<file path="src/rtl/instr_sequencer_pkg.sv">
// Shared definitions for the instruction sequencer: opcode values, FSM state
// encoding, next-PC selector codes and the opcode field width.
package instr_sequencer_pkg;

    // Opcode field is the top OP_W bits of the instruction word
    localparam int OP_W = 4;

    localparam logic [OP_W-1:0] OP_CLA  = 4'd0;
    localparam logic [OP_W-1:0] OP_COM  = 4'd1;
    localparam logic [OP_W-1:0] OP_SHR  = 4'd2;
    localparam logic [OP_W-1:0] OP_CSL  = 4'd3;
    localparam logic [OP_W-1:0] OP_STOP = 4'd4;
    localparam logic [OP_W-1:0] OP_ADD  = 4'd5;
    localparam logic [OP_W-1:0] OP_STA  = 4'd6;
    localparam logic [OP_W-1:0] OP_LDA  = 4'd7;
    localparam logic [OP_W-1:0] OP_JMP  = 4'd8;
    localparam logic [OP_W-1:0] OP_BAN  = 4'd9;

    // FSM state encoding
    typedef logic [2:0] state_t;
    localparam state_t S_IDLE  = 3'd0;
    localparam state_t S_FETCH = 3'd1;
    localparam state_t S_LOAD  = 3'd2;
    localparam state_t S_EXEC  = 3'd3;
    localparam state_t S_HALT  = 3'd4;

    // Next-PC source selection
    typedef logic [1:0] pc_sel_t;
    localparam pc_sel_t PC_HOLD  = 2'd0;
    localparam pc_sel_t PC_INC   = 2'd1;
    localparam pc_sel_t PC_JUMP  = 2'd2;
    localparam pc_sel_t PC_RESET = 2'd3;

    // Opcodes 0xA..0xF carry no meaning and execute as NOPs
    function automatic logic op_is_defined(input logic [OP_W-1:0] op);
        logic defined;
        case (op)
            OP_CLA, OP_COM, OP_SHR, OP_CSL, OP_STOP,
            OP_ADD, OP_STA, OP_LDA, OP_JMP, OP_BAN: defined = 1'b1;
            default:                                defined = 1'b0;
        endcase
        return defined;
    endfunction

endpackage

</file>
<file path="src/rtl/instr_sequencer_pc_unit.sv">
// Next-PC multiplexer: hold, increment (modulo 2^ADDR_W), jump target or
// restart address.
module instr_sequencer_pc_unit
    import instr_sequencer_pkg::*;
#(
    parameter int                ADDR_W   = 8,
    parameter logic [ADDR_W-1:0] RESET_PC = '0
) (
    input  logic [ADDR_W-1:0] pc,
    input  logic [ADDR_W-1:0] target,
    input  pc_sel_t           sel,
    output logic [ADDR_W-1:0] pc_next
);

    logic [ADDR_W-1:0] pc_inc;

    // Natural truncation gives the wrap from all-ones back to zero
    assign pc_inc = pc + ADDR_W'(1);

    // Select the source of the next program counter value
    always_comb begin
        pc_next = pc;
        case (sel)
            PC_INC:   pc_next = pc_inc;
            PC_JUMP:  pc_next = target;
            PC_RESET: pc_next = RESET_PC;
            default:  pc_next = pc;
        endcase
    end

endmodule

</file>
<file path="src/rtl/instr_sequencer.sv">
// Instruction-issue sequencer: fetches a word from a synchronous ROM, holds it
// in the instruction register, resolves control flags in EXEC and raises a
// one-cycle execute strobe for the datapath.
module instr_sequencer
    import instr_sequencer_pkg::*;
#(
    parameter int                ADDR_W   = 8,
    parameter int                INSTR_W  = 4 + ADDR_W,
    parameter logic [ADDR_W-1:0] RESET_PC = '0
) (
    input  logic               clk,
    input  logic               rst_n,
    input  logic               start,
    output logic               imem_rd,
    output logic [ADDR_W-1:0]  imem_addr,
    input  logic [INSTR_W-1:0] imem_rdata,
    output logic [3:0]         operate,
    output logic [ADDR_W-1:0]  operand_addr,
    input  logic               stop,
    input  logic               jmp,
    input  logic               ban,
    input  logic               acc_neg,
    output logic               exec_en,
    output logic               halted,
    output logic [ADDR_W-1:0]  pc,
    output logic [15:0]        retired
);

    state_t             state_reg;
    state_t             state_next;
    logic [ADDR_W-1:0]  pc_reg;
    logic [ADDR_W-1:0]  pc_next;
    logic [INSTR_W-1:0] ir_reg;
    logic [15:0]        retired_reg;
    pc_sel_t            pc_sel;
    logic               ir_load;
    logic               exec_fire;

    // Decoded instruction fields come straight from the instruction register,
    // so they stay constant through EXEC
    assign operate      = ir_reg[INSTR_W-1 -: OP_W];
    assign operand_addr = ir_reg[ADDR_W-1:0];

    // Outputs decoded from state; an asynchronous reset forces IDLE and
    // therefore kills exec_en in the same instant
    assign imem_rd   = (state_reg == S_FETCH);
    assign imem_addr = pc_reg;
    assign halted    = (state_reg == S_HALT);
    assign exec_en   = exec_fire;
    assign pc        = pc_reg;
    assign retired   = retired_reg;

    // Next-state, PC source and execute decision
    always_comb begin
        state_next = state_reg;
        pc_sel     = PC_HOLD;
        ir_load    = 1'b0;
        exec_fire  = 1'b0;
        case (state_reg)
            S_IDLE: begin
                if (start) begin
                    pc_sel     = PC_RESET;
                    state_next = S_FETCH;
                end
            end
            S_FETCH: begin
                state_next = S_LOAD;
            end
            S_LOAD: begin
                ir_load    = 1'b1;
                state_next = S_EXEC;
            end
            S_EXEC: begin
                if (stop) begin
                    // PC keeps pointing at the STOP word
                    state_next = S_HALT;
                end else begin
                    state_next = S_FETCH;
                    if (jmp) begin
                        exec_fire = 1'b1;
                        pc_sel    = PC_JUMP;
                    end else if (ban) begin
                        exec_fire = 1'b1;
                        pc_sel    = acc_neg ? PC_JUMP : PC_INC;
                    end else if (!op_is_defined(operate)) begin
                        pc_sel    = PC_INC;
                    end else begin
                        exec_fire = 1'b1;
                        pc_sel    = PC_INC;
                    end
                end
            end
            S_HALT: begin
                if (start) begin
                    pc_sel     = PC_RESET;
                    state_next = S_FETCH;
                end
            end
            default: begin
                state_next = S_IDLE;
            end
        endcase
    end

    instr_sequencer_pc_unit #(
        .ADDR_W   (ADDR_W),
        .RESET_PC (RESET_PC)
    ) u_pc_unit (
        .pc      (pc_reg),
        .target  (operand_addr),
        .sel     (pc_sel),
        .pc_next (pc_next)
    );

    // FSM state register
    always_ff @(posedge clk or negedge rst_n) begin
        if (!rst_n) begin
            state_reg <= S_IDLE;
        end else begin
            state_reg <= state_next;
        end
    end

    // Program counter register
    always_ff @(posedge clk or negedge rst_n) begin
        if (!rst_n) begin
            pc_reg <= RESET_PC;
        end else begin
            pc_reg <= pc_next;
        end
    end

    // Instruction register captures ROM data during LOAD
    always_ff @(posedge clk or negedge rst_n) begin
        if (!rst_n) begin
            ir_reg <= '0;
        end else if (ir_load) begin
            ir_reg <= imem_rdata;
        end
    end

    // Saturating count of instructions that strobed exec_en
    always_ff @(posedge clk or negedge rst_n) begin
        if (!rst_n) begin
            retired_reg <= '0;
        end else if (exec_fire && (retired_reg != 16'hFFFF)) begin
            retired_reg <= retired_reg + 16'd1;
        end
    end

endmodule

</file>
<file path="config.mk">
export PLATFORM = sky130hd
export DESIGN_NAME = instr_sequencer
export DESIGN_NICKNAME = d
export VERILOG_FILES = /design/src/rtl/instr_sequencer_pkg.sv /design/src/rtl/instr_sequencer_pc_unit.sv /design/src/rtl/instr_sequencer.sv
export SDC_FILE = /design/constraint.sdc
export NUM_CORES = 1
export LEC_CHECK = 0
export BUFFER_PORTS_ARGS = -buffer_cell sky130_fd_sc_hd__buf_4
export CORE_ASPECT_RATIO = 1.75
export CORE_MARGIN = 4
export CORE_UTILIZATION = 54
export DETAILED_ROUTE_END_ITERATION = 12
export PLACE_DENSITY = 0.84
export SLEW_MARGIN = 30
export SYNTH_ARGS = -nofsm -noshare
export SYNTH_HDL_FRONTEND = slang
export SYNTH_SLANG_ARGS = --single-unit
</file>
<file path="constraint.sdc">
create_clock -name clk -period 3.75 [get_ports clk]
set_input_delay 0.375 -clock clk [delete_from_list [all_inputs] [get_ports clk]]
set_output_delay 0.375 -clock clk [all_outputs]
set_load 0.02 [all_outputs]
</file>
After elaboration in Yosys (flattened, before gate mapping):

Memories as Yosys holds them, arrays and structs flattened.
Index checks and enable logic that the tools add are counted.

* add/subtract/negate cells: 2
* equal/unequal tests: 9
* mux-type cells: 20
* reductions and logical operators: 4

Operators with widths (number)
* $pmux 8 s3: 1
* $add 16x1->16 const B: 1
* $ne 16x16->1 const B: 1
* $pmux 3 s4: 1
* $mux 1: 10
* $mux 2: 5
* $add 8x1->8 const B: 1
* $eq 3x2->1 const B: 2
* $mux 3: 2
* $eq 2x2->1 const B: 2
* $pmux 2 s2: 1
* $eq 3x1->1 const B: 1
* $eq 3x3->1 const B: 1
* $logic_not 3->1: 1
* $reduce_bool 3->1: 1
* $eq 2x1->1 const B: 1
* $ne 2x1->1 const B: 1
* $reduce_or 2->1: 1
* $logic_and 1x1->1: 1

* register bits after elaboration: 39
* ROM bits: 16
* input port bits: 19
* output and inout port bits: 47
* word-level logic and storage cells: 40
* memories kept: 1

Memory list
* (name not given): depth 16, bits a word 1, rd ports 1, clocked after Yosys merged registers in 0, write ports 0, RTL line instr_sequencer_pkg.sv:37 `case (op)`

Logic depth before layout (Yosys ltp):

An unclocked memory read counts as a cell.

* depth after elaboration: 11
* mapped depth: 6
* depth with buffers taken out: 5

Hierarchy:

A second synthesis with hierarchy kept.

* cells, all modules: 182
* area total of the unflattened synthesis: 2059.5 µm²

By module, submodules not included
* instr_sequencer: times used 1, cells each 139, area an instance 1744.2 µm², seq. area each 975.9 µm²
* instr_sequencer_pc_unit: times used 1, cells each 43, area an instance 315.3 µm², seq. area each 0.0 µm²

Worst setup path after synthesis:

Ideal clock, no wire load.

* path kind: reg2reg
* start: register retired_reg[7], in the netlist retired[7]
* end: register retired_reg[1], in the netlist retired[1]
* library setup time: 125 ps
* data arrival time: 1618 ps
* required time: 3625 ps
* setup slack: 2007 ps
* cell stages (with the launch flop): 5
* path buffers: 0
* period minus slack after synthesis: 1743 ps
* cells stage by stage: dfrtp_1 -> nand4_1 -> nor4_4 -> nor2_2 -> mux2_4

* word-level cells in the longest chain between the ends: 2

RTL lines
* start: declaration: RTL line instr_sequencer.sv:34 `logic [15:0] retired_reg;`
* start signal: assignment: RTL line instr_sequencer.sv:147 `retired_reg <= retired_reg + 16'd1;`
* $ne 16x16->1: RTL line instr_sequencer.sv:146 `end else if (exec_fire && (retired_reg != 16'hFFFF)) begin`
* $logic_and 1x1->1: RTL line instr_sequencer.sv:146

No other way between the ends.
A chain may end at the register's enable or synchronous reset.

Worst setup path in the final report:

* start: register ir_reg[11]
* end: output exec_en

* word-level cells in the longest chain between the ends: 10

RTL lines
* start: declaration: RTL line instr_sequencer.sv:33 `logic [INSTR_W-1:0] ir_reg;`
* start signal: assignment: RTL line instr_sequencer.sv:138 `ir_reg <= imem_rdata;`
* $mem_v2 16x1
* $mux 1: RTL line instr_sequencer.sv:82 `end else if (ban) begin`
* $mux 1: RTL line instr_sequencer.sv:79 `if (jmp) begin`
* $mux 1: RTL line instr_sequencer.sv:74 `if (stop) begin`
* $mux 1: RTL line instr_sequencer.sv:59 `case (state_reg)`
* $mux 1: RTL line instr_sequencer.sv:85 `end else if (!op_is_defined(operate)) begin`
* $mux 1: RTL line instr_sequencer.sv:82
* $mux 1: RTL line instr_sequencer.sv:79
* $mux 1: RTL line instr_sequencer.sv:74
* $mux 1: RTL line instr_sequencer.sv:59
* end: declaration: RTL line instr_sequencer.sv:23 `output logic exec_en,`

No other way between the ends. The select of a mux whose other input is x is not followed.

==> results_dict.tcl <==
set metrics [dict create \
    ctsHtreeMaxLevel 2 \
    drt_iter0_drc 20 \
    core.rowCount 29 \
    synth_top_family_by_area "simple AND/OR/NAND/NOR gates" \
    n_fill_cell 313 \
    cts-root-buf "clkbuf_8" \
    setup_viol 0 \
    clock-sinks 39 \
    dieWidth_um 54.27 \
    power_density_nw_per_um2 739.8 \
    synthDistinctLibCells 48 \
    mappedNetlistNets 207 \
    detailed_routing_iteration_count_for_the_pre_antenna_repair_pass 4 \
    status "completed" \
    synthAdderAreaFrac_pct 1.237 \
    full_die_area_sq_um 4829 \
    report.final.hold_viol_count 0 \
    slew_violations 0 \
    route.final.wire_length_mm 4.703 \
    critical_path_class "reg2out" \
    worst_slew_pin_slew_ps 659.5 \
    rsz_0062_raised_after_global_routing "false" \
    grt_pass1_wl_mm 7.555 \
    synthesized_area_fraction_occupied_by_ao_oa_aoi_and_oai_cells_pct 10.82 \
    max_cap_violations 0 \
    timing.critical_path.required_ps 3380 \
    avgSynthCellArea_sq_um 10.88 \
    die_y_um 88.98 \
    start_util_pct 55.76 \
    setup.worst_path.end_class "output pin" \
    post_drt_via_cell_ratio 5.618 \
    critical_path_cell_with_the_highest_stage_delay "or3b_2" \
    p_leak_nw 1.275 \
    timing.critical_path.cells "or3b_2 > o21ai_1 > inv_1 > buf_4" \
    synth_xor_area_share_pct 6.061 \
    grt_pass1_vias 1634 \
    flow.area_growth_from_synthesis_pct 27.09 \
    cts_tree "built" \
    synth-seq-cells 39 \
    io-pin-count 66 \
    startpoint_type "register" \
    cts.reportedPaths.clkPinSlew_ps 70 \
    post_synthesis_share_of_cell_area_spent_on_and_or_nand_and_nor_gates_pct 20.41 \
    maxSlewHeadroom_pct 55.99 \
    crit_fanout 3 \
    place.detailed.hpwl_mm 3.563 \
    design_power_total_w 0.001902 \
    cts-root-to-sink-buffers 2 \
    final_layout_size_suffix_gt1_share_pct 38.46 \
    grt.total_usage_pct 21.83 \
    final.setup.tns_ps 0 \
    vias 1646 \
    finalWorstPathRequiredPeriod_ps 2082 \
    synth.area.mux_share_pct 7.916 \
    grt_max_degree 40 \
    hold_path_class "in2async" \
    clk-insertion-delay-late_ps 290 \
    post-route-period-util_pct 55.53 \
    tritoncts.num_buffers 5 \
    fmax_mhz 480.3 \
    yosysSeqAreaShare_pct 48.24 \
    drt-wirelength-per-cell_um 16.05 \
    post_synth_instance_area_sq_um 2023 \
    post_cts_buffers 0 \
    gpl.final_weighted_congestion 0.7887 \
    fin_skew_ps 7.558 \
    core_area_sq_um 3628 \
    post_synth_inst_count 186 \
    post_cts_resize_count 0 \
    largest_register_ff_count 16 \
    yosysWarningCount 0 \
    max_incr_delay_on_cp_ps 530 \
    route.detailed.drc 0 \
    globalRoute.totalOverflow 0 \
    antenna_violating_nets_post_route 0 \
    io_buffers 65 \
    antenna_cells_inserted 0 \
    final_net_count 267 \
    number_of_antenna_violations_at_the_first_check_in_global_routing 0 \
    worstPathArrival_ps 1710 \
    worst_ir_drop_vdd_mv 0.5033 \
    hold_buffers 0 \
]
## cell usage after synthesis (all sizes together)
| cell | number | share of area, % |
|---|---|---|
| nand2 | 12 | 2.2 |
| nor4 | 7 | 3.2 |
| nor4b | 2 | 0.87 |
| buf | 11 | 4.0 |
| nor3 | 6 | 1.5 |
| mux2i | 1 | 0.49 |
| xor2 | 13 | 5.6 |
| a22oi | 3 | 1.1 |
| a211oi | 1 | 0.37 |
| or3 | 1 | 0.56 |
| a21oi | 6 | 1.5 |
| o211ai | 3 | 1.8 |
| and4 | 2 | 0.87 |
| inv | 5 | 0.93 |
| dfrtp | 39 | 48 |
| a21o | 1 | 0.37 |
| nor2 | 12 | 2.4 |
| nand4bb | 1 | 0.56 |
| clkbuf | 2 | 0.37 |
| a41oi | 1 | 0.43 |
| or2 | 1 | 0.31 |
| a31oi | 2 | 0.62 |
| and4bb | 1 | 0.62 |
| nand4 | 4 | 2.0 |
| ha | 2 | 1.2 |
| and3 | 4 | 1.2 |
| nand3 | 4 | 0.99 |
| or3b | 1 | 0.43 |
| o22ai | 1 | 0.31 |
| mux2 | 13 | 7.4 |
| a32o | 1 | 0.49 |
| xnor2 | 1 | 0.43 |
| o31a | 1 | 0.43 |
| a22o | 1 | 0.43 |
| nor2b | 1 | 0.31 |
| nor3b | 4 | 1.5 |
| o21ai | 12 | 3.0 |
| nand2b | 1 | 0.31 |
| and2 | 2 | 0.62 |
## stage by stage
| stage | cells | hold WS (ps) | util, % | cell area, sq um | setup slack [ps] |
|---|---|---|---|---|---|
| after global placement | 285 | 374.8 | 68.55 | 2487 | 1743 |
| after detailed placement | 285 | 372.2 | 68.62 | 2490 | 1824 |
| final | 293 | 35.99 | 70.86 | 2571 | 1668 |
| after global routing | 293 | 77.39 | 70.86 | 2571 | 1550 |
| after CTS | 293 | 56.86 | 70.86 | 2571 | 1663 |
| after floorplan | 186 | 79.41 | - | 2023 | 2007 |
## cell families after synthesis
family                   count (synthesis)
adder cells (fa/ha/maj)                  2
XOR/XNOR                                14
multiplexers                            14
flip-flops                              39
buffers and inverters                   18
AO/OA/AOI/OAI                           33
AND/OR/NAND/NOR                         66
## placed cells by master, fill, tap and decap left out, types with 2 or more instances in the layout
cell      instances
clkbuf_8          5
buf_4            66
a22oi_1           3
nor3b_1           4
o21ai_0          11
clkbuf_1          2
nand2_1          12
inv_1             5
and4_1            2
and2_1            2
nor4b_1           2
nor4_1            5
and3_1            4
a21oi_1           6
ha_1              2
nor2_1           10
nor3_1            6
a31oi_1           2
xor2_1           13
o211ai_1          2
mux2_2           12
nand3_1           4
nand4_1           3
nor2_2            2
dfrtp_1          39
## report_power, final
group	total [W]	internal, W	leakage (nW)	switching (W)
combinational	0.000886	0.000419	0.741	0.000467
sequential	0.000744	0.000563	0.492	0.000181
clock	0.000272	0.000131	0.0422	0.000142
total	0.00190	0.00111	1.28	0.000790
## worst max-delay path: cells and delay by family, from the launching register on
family	cells	cell delay, ps
flops	1	390
compound gates	1	260
buf+inv	2	230
simple gates	1	530
## worst paths after layout
kind	from	endpoint	slack, ps	cells past startpoint
max in group asynchronous	rst_n	ir_reg[10]$_DFFE_PN0P_	3370	1
hold reg to reg	ir_reg[2]$_DFFE_PN0P_	imem_addr[2]$_DFFE_PN0P_	520	2
min in group clk	start	state_reg[2]$_DFFE_PN0P_	290	2
hold / removal	rst_n	state_reg[2]$_DFFE_PN0P_	40	1
setup reg to reg	retired[8]$_DFFE_PN0P_	retired[1]$_DFFE_PN0P_	1900	4
setup / recovery	ir_reg[11]$_DFFE_PN0P_	exec_en	1670	4
## final cells by class
| cell class | count | area, sq um | area share [%] |
|---|---|---|---|
| Clock buffer | 7 | 76.32 | 2.968 |
| Clock inverter | 1 | 5.005 | 0.1946 |
| Inverter | 5 | 18.77 | 0.7299 |
| Multi-Input combinational cell | 129 | 942.2 | 36.64 |
| Sequential cell | 39 | 975.9 | 37.96 |
| Tap cell | 46 | 57.56 | 2.238 |
| Timing Repair Buffer | 66 | 495.5 | 19.27 |
## routing by layer
layer	wire length [um]	GRT usage, %	vias up
met5	0	0	-
met1	1733	23.09	793
met3	288	4.841	13
met2	2534	39.04	58
met4	147	10.66	0
li1	-	-	782
Note: power is estimated with default switching activity, not from simulation.
